==> src/rtl/game_pkg.sv <==
// Shared constants and FSM encoding for the wall game datapath and the rectangle plotter.
package game_pkg;

    localparam int unsigned SCREEN_W   = 160;
    localparam int unsigned SCREEN_H   = 120;
    localparam int unsigned X_W        = 8;
    localparam int unsigned Y_W        = 7;
    localparam int unsigned C_W        = 3;
    localparam int unsigned WALL_WIDTH = 10;

    localparam logic [2:0] WALL_COLOUR       = 3'b100;
    localparam logic [2:0] BACKGROUND_COLOUR = 3'b111;

    typedef enum logic [1:0] {
        IDLE = 2'd0,
        SCAN = 2'd1,
        DONE = 2'd2
    } plot_state_t;

endpackage

==> src/rtl/rect_plotter_if.sv <==
// Request and pixel-stream signals between the wall datapath, the plotter and the VGA adapter.
interface rect_plotter_if #(
    parameter int unsigned X_W = 8,
    parameter int unsigned Y_W = 7,
    parameter int unsigned C_W = 3
) ();

    logic           start;
    logic [X_W-1:0] rect_x;
    logic [Y_W-1:0] rect_y;
    logic [X_W-1:0] rect_w;
    logic [Y_W-1:0] rect_h;
    logic [C_W-1:0] rect_colour;

    logic           busy;
    logic           done;
    logic [X_W-1:0] x_out;
    logic [Y_W-1:0] y_out;
    logic [C_W-1:0] colour_out;
    logic           plot;

    modport master (
        output start, rect_x, rect_y, rect_w, rect_h, rect_colour,
        input  busy, done, x_out, y_out, colour_out, plot
    );

    modport slave (
        input  start, rect_x, rect_y, rect_w, rect_h, rect_colour,
        output busy, done, x_out, y_out, colour_out, plot
    );

endinterface

==> src/rtl/rect_plotter_scan_counter.sv <==
// Nested column/row counter over a latched width x height; last flags the final pixel.
module rect_scan_counter #(
    parameter int unsigned X_W = 8,
    parameter int unsigned Y_W = 7
) (
    input  logic           clk,
    input  logic           reset,
    input  logic           load,
    input  logic           en,
    input  logic [X_W-1:0] w,
    input  logic [Y_W-1:0] h,
    output logic [X_W-1:0] cx,
    output logic [Y_W-1:0] cy,
    output logic           last
);

    logic [X_W-1:0] w_q;
    logic [Y_W-1:0] h_q;
    logic           row_end;

    assign row_end = (cx == w_q - X_W'(1));
    assign last    = row_end && (cy == h_q - Y_W'(1));

    always_ff @(posedge clk or posedge reset) begin
        if (reset) begin
            w_q <= '0;
            h_q <= '0;
            cx  <= '0;
            cy  <= '0;
        end else if (load) begin
            w_q <= w;
            h_q <= h;
            cx  <= '0;
            cy  <= '0;
        end else if (en) begin
            if (row_end) begin
                cx <= '0;
                cy <= cy + Y_W'(1);
            end else begin
                cx <= cx + X_W'(1);
            end
        end
    end

endmodule

==> src/rtl/rect_plotter.sv <==
// Raster-scans a requested rectangle one pixel per clock, clipping against the screen.
module rect_plotter #(
    parameter int unsigned SCREEN_W = game_pkg::SCREEN_W,
    parameter int unsigned SCREEN_H = game_pkg::SCREEN_H,
    parameter int unsigned X_W      = game_pkg::X_W,
    parameter int unsigned Y_W      = game_pkg::Y_W,
    parameter int unsigned C_W      = game_pkg::C_W
) (
    input  logic           clk,
    input  logic           reset,
    rect_plotter_if.slave  bus
);

    import game_pkg::*;

    plot_state_t    state, state_nx;
    logic [X_W-1:0] rx_q;
    logic [Y_W-1:0] ry_q;
    logic [C_W-1:0] col_q;
    logic [X_W-1:0] cx;
    logic [Y_W-1:0] cy;
    logic           last;
    logic           non_empty;
    logic           load;
    logic           scan_en;
    logic [X_W:0]   x_sum;
    logic [Y_W:0]   y_sum;
    logic           in_screen;

    assign non_empty = (bus.rect_w != '0) && (bus.rect_h != '0);
    // Empty requests skip the latch so the pixel outputs keep holding their last values.
    assign load      = (state == IDLE) && bus.start && non_empty;
    assign scan_en   = (state == SCAN) && !last;

    rect_scan_counter #(
        .X_W (X_W),
        .Y_W (Y_W)
    ) u_counter (
        .clk   (clk),
        .reset (reset),
        .load  (load),
        .en    (scan_en),
        .w     (bus.rect_w),
        .h     (bus.rect_h),
        .cx    (cx),
        .cy    (cy),
        .last  (last)
    );

    always_ff @(posedge clk or posedge reset) begin
        if (reset) begin
            rx_q  <= '0;
            ry_q  <= '0;
            col_q <= '0;
        end else if (load) begin
            rx_q  <= bus.rect_x;
            ry_q  <= bus.rect_y;
            col_q <= bus.rect_colour;
        end
    end

    always_ff @(posedge clk or posedge reset) begin
        if (reset) state <= IDLE;
        else       state <= state_nx;
    end

    always_comb begin
        state_nx = state;
        unique case (state)
            IDLE: if (bus.start) state_nx = non_empty ? SCAN : DONE;
            SCAN: if (last)      state_nx = DONE;
            DONE:                state_nx = IDLE;
            default:             state_nx = IDLE;
        endcase
    end

    // Extra carry bit makes coordinate overflow fall outside the screen.
    assign x_sum     = {1'b0, rx_q} + {1'b0, cx};
    assign y_sum     = {1'b0, ry_q} + {1'b0, cy};
    assign in_screen = (x_sum < (X_W+1)'(SCREEN_W)) && (y_sum < (Y_W+1)'(SCREEN_H));

    always_comb begin
        bus.busy       = (state != IDLE);
        bus.done       = (state == DONE);
        bus.plot       = (state == SCAN) && in_screen;
        bus.x_out      = x_sum[X_W-1:0];
        bus.y_out      = y_sum[Y_W-1:0];
        bus.colour_out = col_q;
    end

endmodule
==> src/flat_wrapper.sv <==
// flat-port wrapper written by rule: the top's interface ports become plain ports
module rect_plotter_flat import game_pkg::*;
#(
    parameter int unsigned SCREEN_W = game_pkg::SCREEN_W,
    parameter int unsigned SCREEN_H = game_pkg::SCREEN_H,
    parameter int unsigned X_W      = game_pkg::X_W,
    parameter int unsigned Y_W      = game_pkg::Y_W,
    parameter int unsigned C_W      = game_pkg::C_W
)
  (clk, reset, bus_start, bus_rect_x, bus_rect_y, bus_rect_w, bus_rect_h, bus_rect_colour, bus_busy, bus_done, bus_x_out, bus_y_out, bus_colour_out, bus_plot);
  rect_plotter_if #(.X_W(X_W), .Y_W(Y_W), .C_W(C_W)) bus_i ();
  input  logic clk;
  input  logic reset;
  input wire logic [$bits(bus_i.start)-1:0] bus_start;
  input wire logic [$bits(bus_i.rect_x)-1:0] bus_rect_x;
  input wire logic [$bits(bus_i.rect_y)-1:0] bus_rect_y;
  input wire logic [$bits(bus_i.rect_w)-1:0] bus_rect_w;
  input wire logic [$bits(bus_i.rect_h)-1:0] bus_rect_h;
  input wire logic [$bits(bus_i.rect_colour)-1:0] bus_rect_colour;
  output wire logic [$bits(bus_i.busy)-1:0] bus_busy;
  output wire logic [$bits(bus_i.done)-1:0] bus_done;
  output wire logic [$bits(bus_i.x_out)-1:0] bus_x_out;
  output wire logic [$bits(bus_i.y_out)-1:0] bus_y_out;
  output wire logic [$bits(bus_i.colour_out)-1:0] bus_colour_out;
  output wire logic [$bits(bus_i.plot)-1:0] bus_plot;
  assign bus_i.start = bus_start;
  assign bus_i.rect_x = bus_rect_x;
  assign bus_i.rect_y = bus_rect_y;
  assign bus_i.rect_w = bus_rect_w;
  assign bus_i.rect_h = bus_rect_h;
  assign bus_i.rect_colour = bus_rect_colour;
  assign bus_busy = bus_i.busy;
  assign bus_done = bus_i.done;
  assign bus_x_out = bus_i.x_out;
  assign bus_y_out = bus_i.y_out;
  assign bus_colour_out = bus_i.colour_out;
  assign bus_plot = bus_i.plot;
  rect_plotter #(.SCREEN_W(SCREEN_W), .SCREEN_H(SCREEN_H), .X_W(X_W), .Y_W(Y_W), .C_W(C_W)) u_core (.clk(clk), .reset(reset), .bus(bus_i));
endmodule
==> config.mk <==
export PLATFORM = sky130hd
export DESIGN_NAME = rect_plotter_flat
export DESIGN_NICKNAME = d
export VERILOG_FILES = /design/src/rtl/game_pkg.sv /design/src/rtl/rect_plotter_if.sv /design/src/rtl/rect_plotter_scan_counter.sv /design/src/rtl/rect_plotter.sv /design/src/flat_wrapper.sv
export SDC_FILE = /design/constraint.sdc
export NUM_CORES = 1
export LEC_CHECK = 0
export CAP_MARGIN = 20
export CORE_MARGIN = 2
export CORE_UTILIZATION = 53
export CTS_BUF_LIST = sky130_fd_sc_hd__clkbuf_16
export DETAILED_ROUTE_END_ITERATION = 8
export GPL_TIMING_DRIVEN = 1
export PLACE_DENSITY_LB_ADDON = 0.25
export SYNTH_ARGS = -nofsm -noshare
export SYNTH_HDL_FRONTEND = slang
export SYNTH_SLANG_ARGS = --single-unit
export TNS_END_PERCENT = 1
==> constraint.sdc <==
create_clock -name clk -period 3.1 [get_ports clk]
set_input_delay 0.62 -clock clk [delete_from_list [all_inputs] [get_ports clk]]
set_output_delay 0.62 -clock clk [all_outputs]
set_load 0.005 [all_outputs]
==> metrics.csv, run 1 <==
stage,metric,value,unit
min_path,hold_class,register to register,
timing,clock.fmax,312,MHz
cts,root_buffer,clkbuf_16,
synth,synth_cell_types,50,
run_status,violations,setup timing,
synth,synth_top_area_cell,dfrtp_1,
finish,antenna_cells,0,
synth,avgSynthCellArea,8.52,µm²
cts,clock-sinks,50,
finish,fin_nets,506,
setup_path,crit_path_top_delay_cell,nor4bb_1,
finish,drive_gt1_share,11.6,%
setup_path,worstSetupPathType,register to output port,
drt,dr.pass1.iters,4,
finish,area_growth,31.2,%
die,coreArea,5850,µm²
cts,cts_tree,done,
timing,setup_ws,-102,ps
synth,synth_nets,428,
setup_path,endpoint_kind,output port,
die,die_w,81.2,µm
timing,slew_headroom,55.2,%
synth,synthArstFlopShare,100,%
drt,postRouteAntennaNets,0,
global_route,grt_first_pass_wirelength,12600,µm
timing,tns,-102,ps
finish,nFillCells,453,
synth,synthFlopType,dfrtp_1,
pwr,power,4.18,mW
timing,rsz0062_at_grt,yes,
job,cap_violations,0,
global_route,grt_max_degree,51,
drt,routedWlPerCell,14.5,µm
global_route,groute.usage.overall,24.5,%
timing,hold_violations,0,
pwr,vdd_ir_drop_max,0.713,mV
cts,htreeDepth,2,
die,die_area,6600,µm²
finish,layout_common_cells,"nand2_1, clkdlybuf4s50_1, dfrtp_1",
pwr,p_per_area,1010,nW/µm²
synth,synth.area.top_cells,"dfrtp_1, nand2_1, ha_1",
cts,holdBufCountCts,0,
synth,synth_edf_count,0,
die,ios,57,
timing,tightest_slew,671,ps
synth,seq_area_frac_synth,39.6,%
drt,vias,2885,
placed_design,hpwl,5460,µm
finish,layout_commonest_cell,nand2_1,
die,die_height,81.2,µm
cts,cts_buffers,5,
min_path,whs_path_depth,2,
drt,viasPerCell,5.51,
cts,path_clk_slew,60,ps
die,initial_core_util,54.0,%
setup_path,worstSetupStartpointType,register,
drt,drcViolationCount,0,
placed_design,portBuffers,56,
die,rows,28,
synth,synthCells,371,
setup_path,path_cells,"ha_2, inv_1, fa_2, nor2b_1, o21ai_1, a21boi_1, o21a_1, buf_4, nor3_1, nor4bb_1, a211oi_2, buf_2",
pwr,leakage,1.98,nW
finish,fin_util,70.9,%
drt,routed_wl,7610,µm
synth,ys_ff_latch,50,
timing,post-route-min-period,3200,ps
global_route,antenna_found_initial,0,
setup_path,worstPathMaxFanout,2,
synth,synth_area,3160,µm²
timing,finalSetupViolations,1,
setup_path,cp.arrival,2580,ps
timing,fin_skew,4.92,ps
timing,slew_violations,0,
finish,fin_cells,524,
setup_path,critPathRequiredTime,2480,ps
synth,synth.top_cell.area_share,39.6,%
drt,drtIter0Drc,82,
cts,clockBufferDepth,2,
run_status,status,"finished, violations left",
cts,clk_latency,280,ps
timing,holdWs,482,ps
global_route,grt_overflow,0,
timing,fin_crit_sh,103,%
global_route,grt_pass1_vias,2953,
setup_path,rr_worst_depth,7,
synth,synth_warnings,0,
placed_design,gp_congestion,0.831,
placed_design,dp.cells,516,
setup_path,cpPeakStageDelay,420,ps
-- layer usage --
layer	GRT usage [%]	share of wire, %	wire (µm)	vias to the layer above
met5	0	0	0	-
met4	7.80	1.1	83	0
met3	4.78	4.4	335	6
met2	42.6	49	3750	75
met1	30.7	45	3430	1387
li1	-	-	-	1417
-- synth_stat cells (5+ instances only) --
| cell | count |
|---|---|
| a21oi_1 | 11 |
| clkbuf_1 | 7 |
| xnor2_1 | 20 |
| nand3b_1 | 8 |
| mux2i_1 | 5 |
| a31oi_1 | 6 |
| xor2_1 | 7 |
| nand2b_1 | 6 |
| nor3b_1 | 5 |
| dfrtp_1 | 50 |
| o21ai_0 | 17 |
| nor2_1 | 13 |
| ha_1 | 19 |
| nand3_1 | 9 |
| nand2_1 | 104 |
| inv_1 | 17 |
| nor3_1 | 11 |
-- logic make-up (layout without fill, tap and decap cells) --
| group | Yosys count | count (layout) | synth area share (%) |
|---|---|---|---|
| compound gates | 58 | 58 | 11.9 |
| xor+xnor | 27 | 27 | 7.48 |
| fa+ha+maj | 21 | 21 | 8.79 |
| buf+inv | 28 | 106 | 3.36 |
| flops | 50 | 50 | 39.6 |
| mux | 5 | 5 | 1.58 |
| simple gates | 182 | 182 | 27.3 |
-- layout make-up --
cell class / instances / area, µm² / share of cell area (%)
repair buffers: 82 / 766 / 18.5
clock buffers: 5 / 125 / 3.02
flip-flops and latches: 50 / 1250 / 30.2
multi-input cells: 293 / 1840 / 44.3
clock inverters: 2 / 10.0 / 0.241
inverters: 17 / 63.8 / 1.54
well taps: 75 / 93.8 / 2.26
-- through the flow --
stage,area [µm²],setup slack [ps]
6_report,4150,-102
5_1_grt,4150,-293
4_1_cts,4130,-129
3_5_place_dp,3980,-136
3_3_place_gp,3980,-81.6
2_1_floorplan,3160,369
-- worst paths after layout --
check / start / slack (ps) / end
max: u_core.u_counter.cy[0] / -100 / bus_plot
min: u_core.rx_q[4] / 480 / u_core.rx_q[4]
max reg2reg: u_core.u_counter.w_q[2] / 400 / u_core.u_counter.cx[5]
min reg2reg: u_core.rx_q[4] / 480 / u_core.rx_q[4]
max in group asynchronous: reset / 1840 / u_core.u_counter.w_q[3]
min in group asynchronous: reset / 830 / u_core.bus.colour_out[0]
-- critical path: cells and delay by family, from the launching register on --
kind                     cells  cell delay, ps
flip-flops                   1             360
adder cells (fa/ha/maj)      2             520
AO/OA/AOI/OAI                4             530
buffers and inverters        3             320
AND/OR/NAND/NOR              3             570
-- where the power goes --
part	internal, mW	switching, mW	total (mW)
sequential	0.918	0.237	1.15
clock	0.292	0.234	0.526
combinational	1.29	1.20	2.50
-- what timing repair did --
action                     in CTS  in global routing
buffers inserted                0                  1
pin swaps                       1                  5
gates cloned                    0                  0
resized for setup              11                 11
setup endpoints to repair       5                  6
-- flip-flops by register name, indices dropped and copies added (netlist names) --
register,count
u_core.bus.colour_out,3
u_core.ry_q,7
u_core.u_counter.cx,8
u_core.u_counter.w_q,8
u_core.state,2
u_core.rx_q,8
u_core.u_counter.cy,7
u_core.u_counter.h_q,7
Note: power is estimated with default switching activity, not from simulation.
==> run 2, diff against run 1 <==
--- a/config.mk
+++ b/config.mk
@@ -5,7 +5,6 @@
 export SDC_FILE = /design/constraint.sdc
 export NUM_CORES = 1
 export LEC_CHECK = 0
-export CAP_MARGIN = 20
 export CORE_MARGIN = 2
 export CORE_UTILIZATION = 53
 export CTS_BUF_LIST = sky130_fd_sc_hd__clkbuf_16
==> constraint.sdc (replaced) <==
create_clock -name clk -period 3.35 [get_ports clk]
set_input_delay 0.67 -clock clk [delete_from_list [all_inputs] [get_ports clk]]
set_output_delay 0.67 -clock clk [all_outputs]
set_load 0.005 [all_outputs]
==> metrics.csv, run 2 (synthesized netlist as in run 1, its figures left out) <==
stage,metric,value,unit,change
cts,holdBufCountCts,0,,unchanged
drt,vias,2825,,-2.1%
setup_path,endpoint_kind,output port,,
die,die_area,6600,µm²,unchanged
min_path,worstHoldStart,u_core.bus.colour_out[2],,
drt,drtIter0Drc,141,,+72%
timing,slew_headroom,54.1,%,-1.1 points
drt,postRouteAntennaNets,0,,unchanged
pwr,power,3.81,mW,-8.9%
setup_path,cp.arrival,2540,ps,-40 ps
timing,clock.fmax,312,MHz,
cts,root_buffer,clkbuf_16,,
cts,clock-sinks,50,,unchanged
drt,routedWlPerCell,14.4,µm,-0.58%
timing,fin_skew,4.54,ps,-0.388 ps
cts,clockBufferDepth,2,,unchanged
finish,area_growth,28.0,%,
finish,layout_commonest_cell,nand2_1,,
setup_path,r2r_start,u_core.u_counter.w_q[2],,
cts,htreeDepth,2,,unchanged
run_status,status,finished clean,,
global_route,antenna_found_initial,0,,unchanged
die,rows,28,,unchanged
timing,post-route-min-period,3210,ps,
timing,fin_crit_sh,95.7,%,
setup_path,worstSetupStartpointType,register,,
global_route,grt_overflow,0,,unchanged
timing,finalSetupViolations,0,,-1
placed_design,hpwl,5430,µm,-0.53%
finish,antenna_cells,0,,unchanged
die,die_w,81.2,µm,unchanged
placed_design,portBuffers,56,,unchanged
setup_path,worstSetupPathType,register to output port,,
setup_path,worstPathMaxFanout,3,,+1
timing,slew_violations,0,,unchanged
timing,tightest_slew,688,ps,+16.5 ps
drt,dr.pass1.iters,4,,unchanged
drt,drcViolationCount,0,,unchanged
die,die_height,81.2,µm,unchanged
die,initial_core_util,54.0,%,unchanged
finish,top_regs,"u_core.rx_q x8, u_core.u_counter.cx x8, u_core.u_counter.w_q x8",,
setup_path,critPathRequiredTime,2680,ps,+200 ps
finish,fin_nets,494,,-2.4%
timing,hold_violations,0,,unchanged
drt,routed_wl,7400,µm,-2.7%
pwr,leakage,1.88,nW,-4.9%
cts,cts_setup_buffers,0,,unchanged
global_route,groute.usage.overall,24.1,%,-0.46 points
min_path,hold_class,register to register,,
die,ios,57,,unchanged
global_route,grt_first_pass_wirelength,12200,µm,-3.7%
finish,drive_gt1_share,8.22,%,-3.4 points
pwr,p_per_area,941,nW/µm²,-6.6%
job,cap_violations,0,,unchanged
cts,clk_latency,280,ps,about the same
cts,cts_tree,done,,
finish,layout_common_cells,"nand2_1, clkdlybuf4s50_1, dfrtp_1",,
global_route,grt_pass1_vias,2727,,-7.7%
timing,holdWs,484,ps,+2.63 ps
drt,viasPerCell,5.51,,about the same
placed_design,gp_congestion,0.802,,-3.6%
die,coreArea,5850,µm²,unchanged
timing,rsz0062_at_grt,yes,,
cts,path_clk_slew,70,ps,about the same
timing,tns,0,ps,+102 ps
setup_path,startpoint,u_core.u_counter.cy[0],,
pwr,vdd_ir_drop_max,0.589,mV,-17%
global_route,grt_max_degree,42,,-18%
cts,cts_buffers,5,,unchanged
## run 2: worst max-delay path: stages, from the launching register on
cell,delay [ps]
dfrtp_1,380
ha_1,220
inv_1,70
fa_1,190
nor2b_1,50
o21ai_1,150
a21boi_1,100
o21a_1,200
o21ai_1,160
o31a_1,210
clkdlybuf4s50_1,510
## run 2: path summary, 6_finish.rpt
check	endpoint	slack [ps]	cells after the start
worst max-delay path	bus_y_out[6]	140	10
worst min-delay path	u_core.bus.colour_out[2]	480	2
worst max register to register	u_core.u_counter.cx[0]	690	7
worst min register to register	u_core.bus.colour_out[2]	480	2
max in group asynchronous	u_core.u_counter.cx[4]	1840	3
min in group asynchronous	u_core.rx_q[6]	750	2
## run 2: cell type report
type / count / area (µm²)
clock inverter: 3 / 12.5
clock buffer: 5 / 125
sequential: 50 / 1250
inverter: 17 / 63.8
timing repair buffer: 70 / 667
multi-input combinational: 293 / 1830
fill: 457 / 1810
tap: 75 / 93.8
## run 2: stage by stage
stage	util, %	instances	cell area [µm²]	worst slack [ps]
final	69.1	513	4050	143
after global routing	69.1	513	4050	-3.66
after CTS	68.8	513	4030	14.9
after detailed placement	66.4	505	3880	-11.9
after global placement	66.4	505	3880	87.7
after floorplan	-	371	3160	569
## run 2: layer usage
layer  up-vias  track usage [%]  routed length, µm
li1       1391                -                  -
met1      1341             30.9               3260
met2        79             41.1               3580
met3        14             4.78                394
met4         0             7.12                165
met5         -                0                  0
## run 2: power by group
group          leakage (nW)  switching (mW)  internal [mW]
Sequential            0.631           0.254          0.849
Clock                0.0724           0.216          0.271
Combinational          1.18            1.05           1.17
## run 2: what timing repair did
action | 4_1_cts | 5_1_grt
setup endpoints to repair | 2 | 3
pin swaps | 0 | 2
gates resized for setup | 5 | 8
==> run 3, diff against run 2 <==
--- a/config.mk
+++ b/config.mk
@@ -5,7 +5,6 @@
 export SDC_FILE = /design/constraint.sdc
 export NUM_CORES = 1
 export LEC_CHECK = 0
-export CORE_MARGIN = 2
 export CORE_UTILIZATION = 53
 export CTS_BUF_LIST = sky130_fd_sc_hd__clkbuf_16
 export DETAILED_ROUTE_END_ITERATION = 8
==> metrics.csv, run 3 (synthesized netlist as in run 1, its figures left out) <==
stage,metric,value,unit,change
finish,fin_cells,510,,-0.58%
setup_path,startpoint,u_core.u_counter.cy[2],,
pwr,power,3.82,mW,+0.21%
setup_path,crit_path_top_delay_cell,clkdlybuf4s50_1,,
pwr,leakage,1.90,nW,+0.96%
die,initial_core_util,56.0,%,+2.0 points
setup_path,endpoint,bus_y_out[6],,
placed_design,portBuffers,56,,unchanged
setup_path,rr_worst_depth,7,,unchanged
timing,finalSetupViolations,0,,unchanged
drt,drtIter0Drc,115,,-18%
timing,clock.fmax,306,MHz,-1.9%
global_route,antenna_found_initial,0,,unchanged
cts,cts_setup_buffers,0,,unchanged
cts,clock-sinks,50,,unchanged
setup_path,worstSetupStartpointType,register,,
finish,fin_nets,494,,unchanged
pwr,netSwitchingFraction,39.9,%,-0.057 points
global_route,grt_pass1_vias,2721,,-0.22%
pwr,p_comb_share,58.7,%,+0.4 points
pwr,clkPwrFrac,12.6,%,-0.2 points
setup_path,endpoint_kind,output port,,
timing,setup_ws,81.9,ps,-60.9 ps
setup_path,crit-reg2reg-capture,u_core.u_counter.cx[5],,
timing,holdWs,480,ps,-4.32 ps
global_route,grt_first_pass_wirelength,12400,µm,+1.9%
placed_design,place_ws,43.9,ps,+55.8 ps
setup_path,critPathMostFrequentCell,o21ai_1,,
run_status,status,finished clean,,
pwr,pwr-share-seq,28.7,%,-0.3 points
cts,clockBufferDepth,2,,unchanged
cts,cts_buffers,5,,unchanged
pwr,internal-power,2.29,mW,+0.31%
placed_design,hpwl,5310,µm,-2.2%
timing,fin_skew,4.47,ps,-0.0663 ps
cts,root_buffer,clkbuf_16,,
die,die_area,6280,µm²,-4.9%
cts,htreeDepth,2,,unchanged
drt,dr.pass1.iters,4,,unchanged
timing,fin_crit_sh,97.6,%,+1.8 points
drt,viasPerCell,5.42,,-1.5%
job,cap_violations,0,,unchanged
timing,slew_violations,0,,unchanged
die,die_height,79.2,µm,-2.5%
min_path,hold_class,register to register,,
pwr,p_sw,1.52,mW,about the same
placed_design,dp.cells,502,,-0.59%
finish,layout_common_cells,"nand2_1, clkdlybuf4s50_1, dfrtp_1",,
setup_path,reg2reg_slack,680,ps,about the same
finish,layout_commonest_cell,nand2_1,,
setup_path,worstSetupPathType,register to output port,,
timing,rsz0062_at_grt,yes,,
finish,drive_gt1_share,7.99,%,-0.23 points
drt,drcViolationCount,0,,unchanged
die,ios,57,,unchanged
timing,slew_headroom,54.3,%,+0.20 points
setup_path,r2r_start,u_core.u_counter.w_q[2],,
global_route,groute.usage.overall,25.2,%,+1.1 points
drt,postRouteAntennaNets,0,,unchanged
min_path,whs_path_depth,2,,unchanged
die,rows,27,,-3.6%
drt,routedWlPerCell,14.3,µm,-1.1%
pwr,p_per_area,942,nW/µm²,about the same
cts,cts_tree,done,,
setup_path,path_cells,"ha_1, nor2b_1, o21ai_1, a21boi_2, o21a_1, o21ai_1, o31a_1, clkdlybuf4s50_1",,
placed_design,gp_congestion,0.858,,+7.1%
cts,path_clk_slew,60,ps,about the same
setup_path,critPathRequiredTime,2680,ps,about the same
die,die_w,79.2,µm,-2.5%
die,coreArea,5640,µm²,-3.6%
setup_path,cpPeakStageDelay,520,ps,about the same
cts,clk_latency,280,ps,about the same
finish,top_regs,"u_core.rx_q x8, u_core.u_counter.cx x8, u_core.u_counter.w_q x8",,
global_route,grt_max_degree,32,,-24%
setup_path,worstPathMaxFanout,6,,+3
finish,area_growth,28.1,%,
timing,post-route-min-period,3270,ps,+60.9 ps
timing,tightest_slew,685,ps,-3.03 ps
finish,antenna_cells,0,,unchanged
drt,routed_wl,7280,µm,-1.6%
timing,hold_violations,0,,unchanged
global_route,grt_overflow,0,,unchanged
drt,vias,2765,,-2.1%
setup_path,cp.arrival,2600,ps,+60 ps
pwr,vdd_ir_drop_max,0.622,mV,+5.7%
[run 3: final cells by class]
type / instances / area (µm²)
Clock buffer: 5 / 125
Sequential cell: 50 / 1250
Tap cell: 72 / 90.1
Fill cell: 430 / 1590
Timing Repair Buffer: 70 / 667
Clock inverter: 3 / 11.3
Multi-Input combinational cell: 293 / 1840
Inverter: 17 / 63.8
[run 3: critical path: cells and delay by family (launching register included)]
family,cells,cell delay [ps]
adders and majority gates,1,360
and+or+nand+nor,1,140
DFF,1,450
buffers and inverters,1,520
AOI/OAI and AO/OA,5,830
[run 3: power by group through the flow]
stage	clock (mW)	sequential, mW	combinational, mW
2_1_floorplan	0	1.03	1.36
3_3_place_gp	0	1.08	2.12
3_5_place_dp	0	1.09	2.17
4_1_cts	0.489	1.09	2.21
5_1_grt	0.513	1.14	2.50
6_report	0.481	1.09	2.24
[run 3: what timing repair did]
item | 4_1_cts | 5_1_grt
hold buffers | 0 | 0
resized for setup | 4 | 10
pin swaps | 0 | 1
setup endpoints to repair | 1 | 4
gates cloned | 0 | 0
[run 3: worst min path at each step]
| stage | from | endpoint | slack (ps) |
|---|---|---|---|
| 2_1_floorplan | u_core.rx_q[0] | u_core.rx_q[0] | 450 |
| 3_3_place_gp | u_core.bus.colour_out[0] | u_core.bus.colour_out[0] | 460 |
| 3_5_place_dp | u_core.rx_q[0] | u_core.rx_q[0] | 470 |
| 4_1_cts | u_core.rx_q[0] | u_core.rx_q[0] | 480 |
| 5_1_grt | u_core.rx_q[6] | u_core.rx_q[6] | 520 |
| 6_report | u_core.rx_q[0] | u_core.rx_q[0] | 480 |
[run 3: metal layers]
layer | track usage, % | vias up | share of wire [%]
li1 | - | 1394 | -
met2 | 41.0 | 91 | 47
met1 | 35.1 | 1265 | 45
met4 | 5.82 | 0 | 1.5
met5 | 0 | - | 0
met3 | 3.91 | 15 | 6.2
[run 3: metrics by stage]
step / TNS, ps / cell area (µm²) / utilization (%)
3_3_place_gp: 0 / 3880 / 68.8
2_1_floorplan: 0 / 3160 / -
6_report: 0 / 4050 / 71.8
4_1_cts: 0 / 4020 / 71.3
5_1_grt: -94.3 / 4050 / 71.8
3_5_place_dp: 0 / 3880 / 68.8
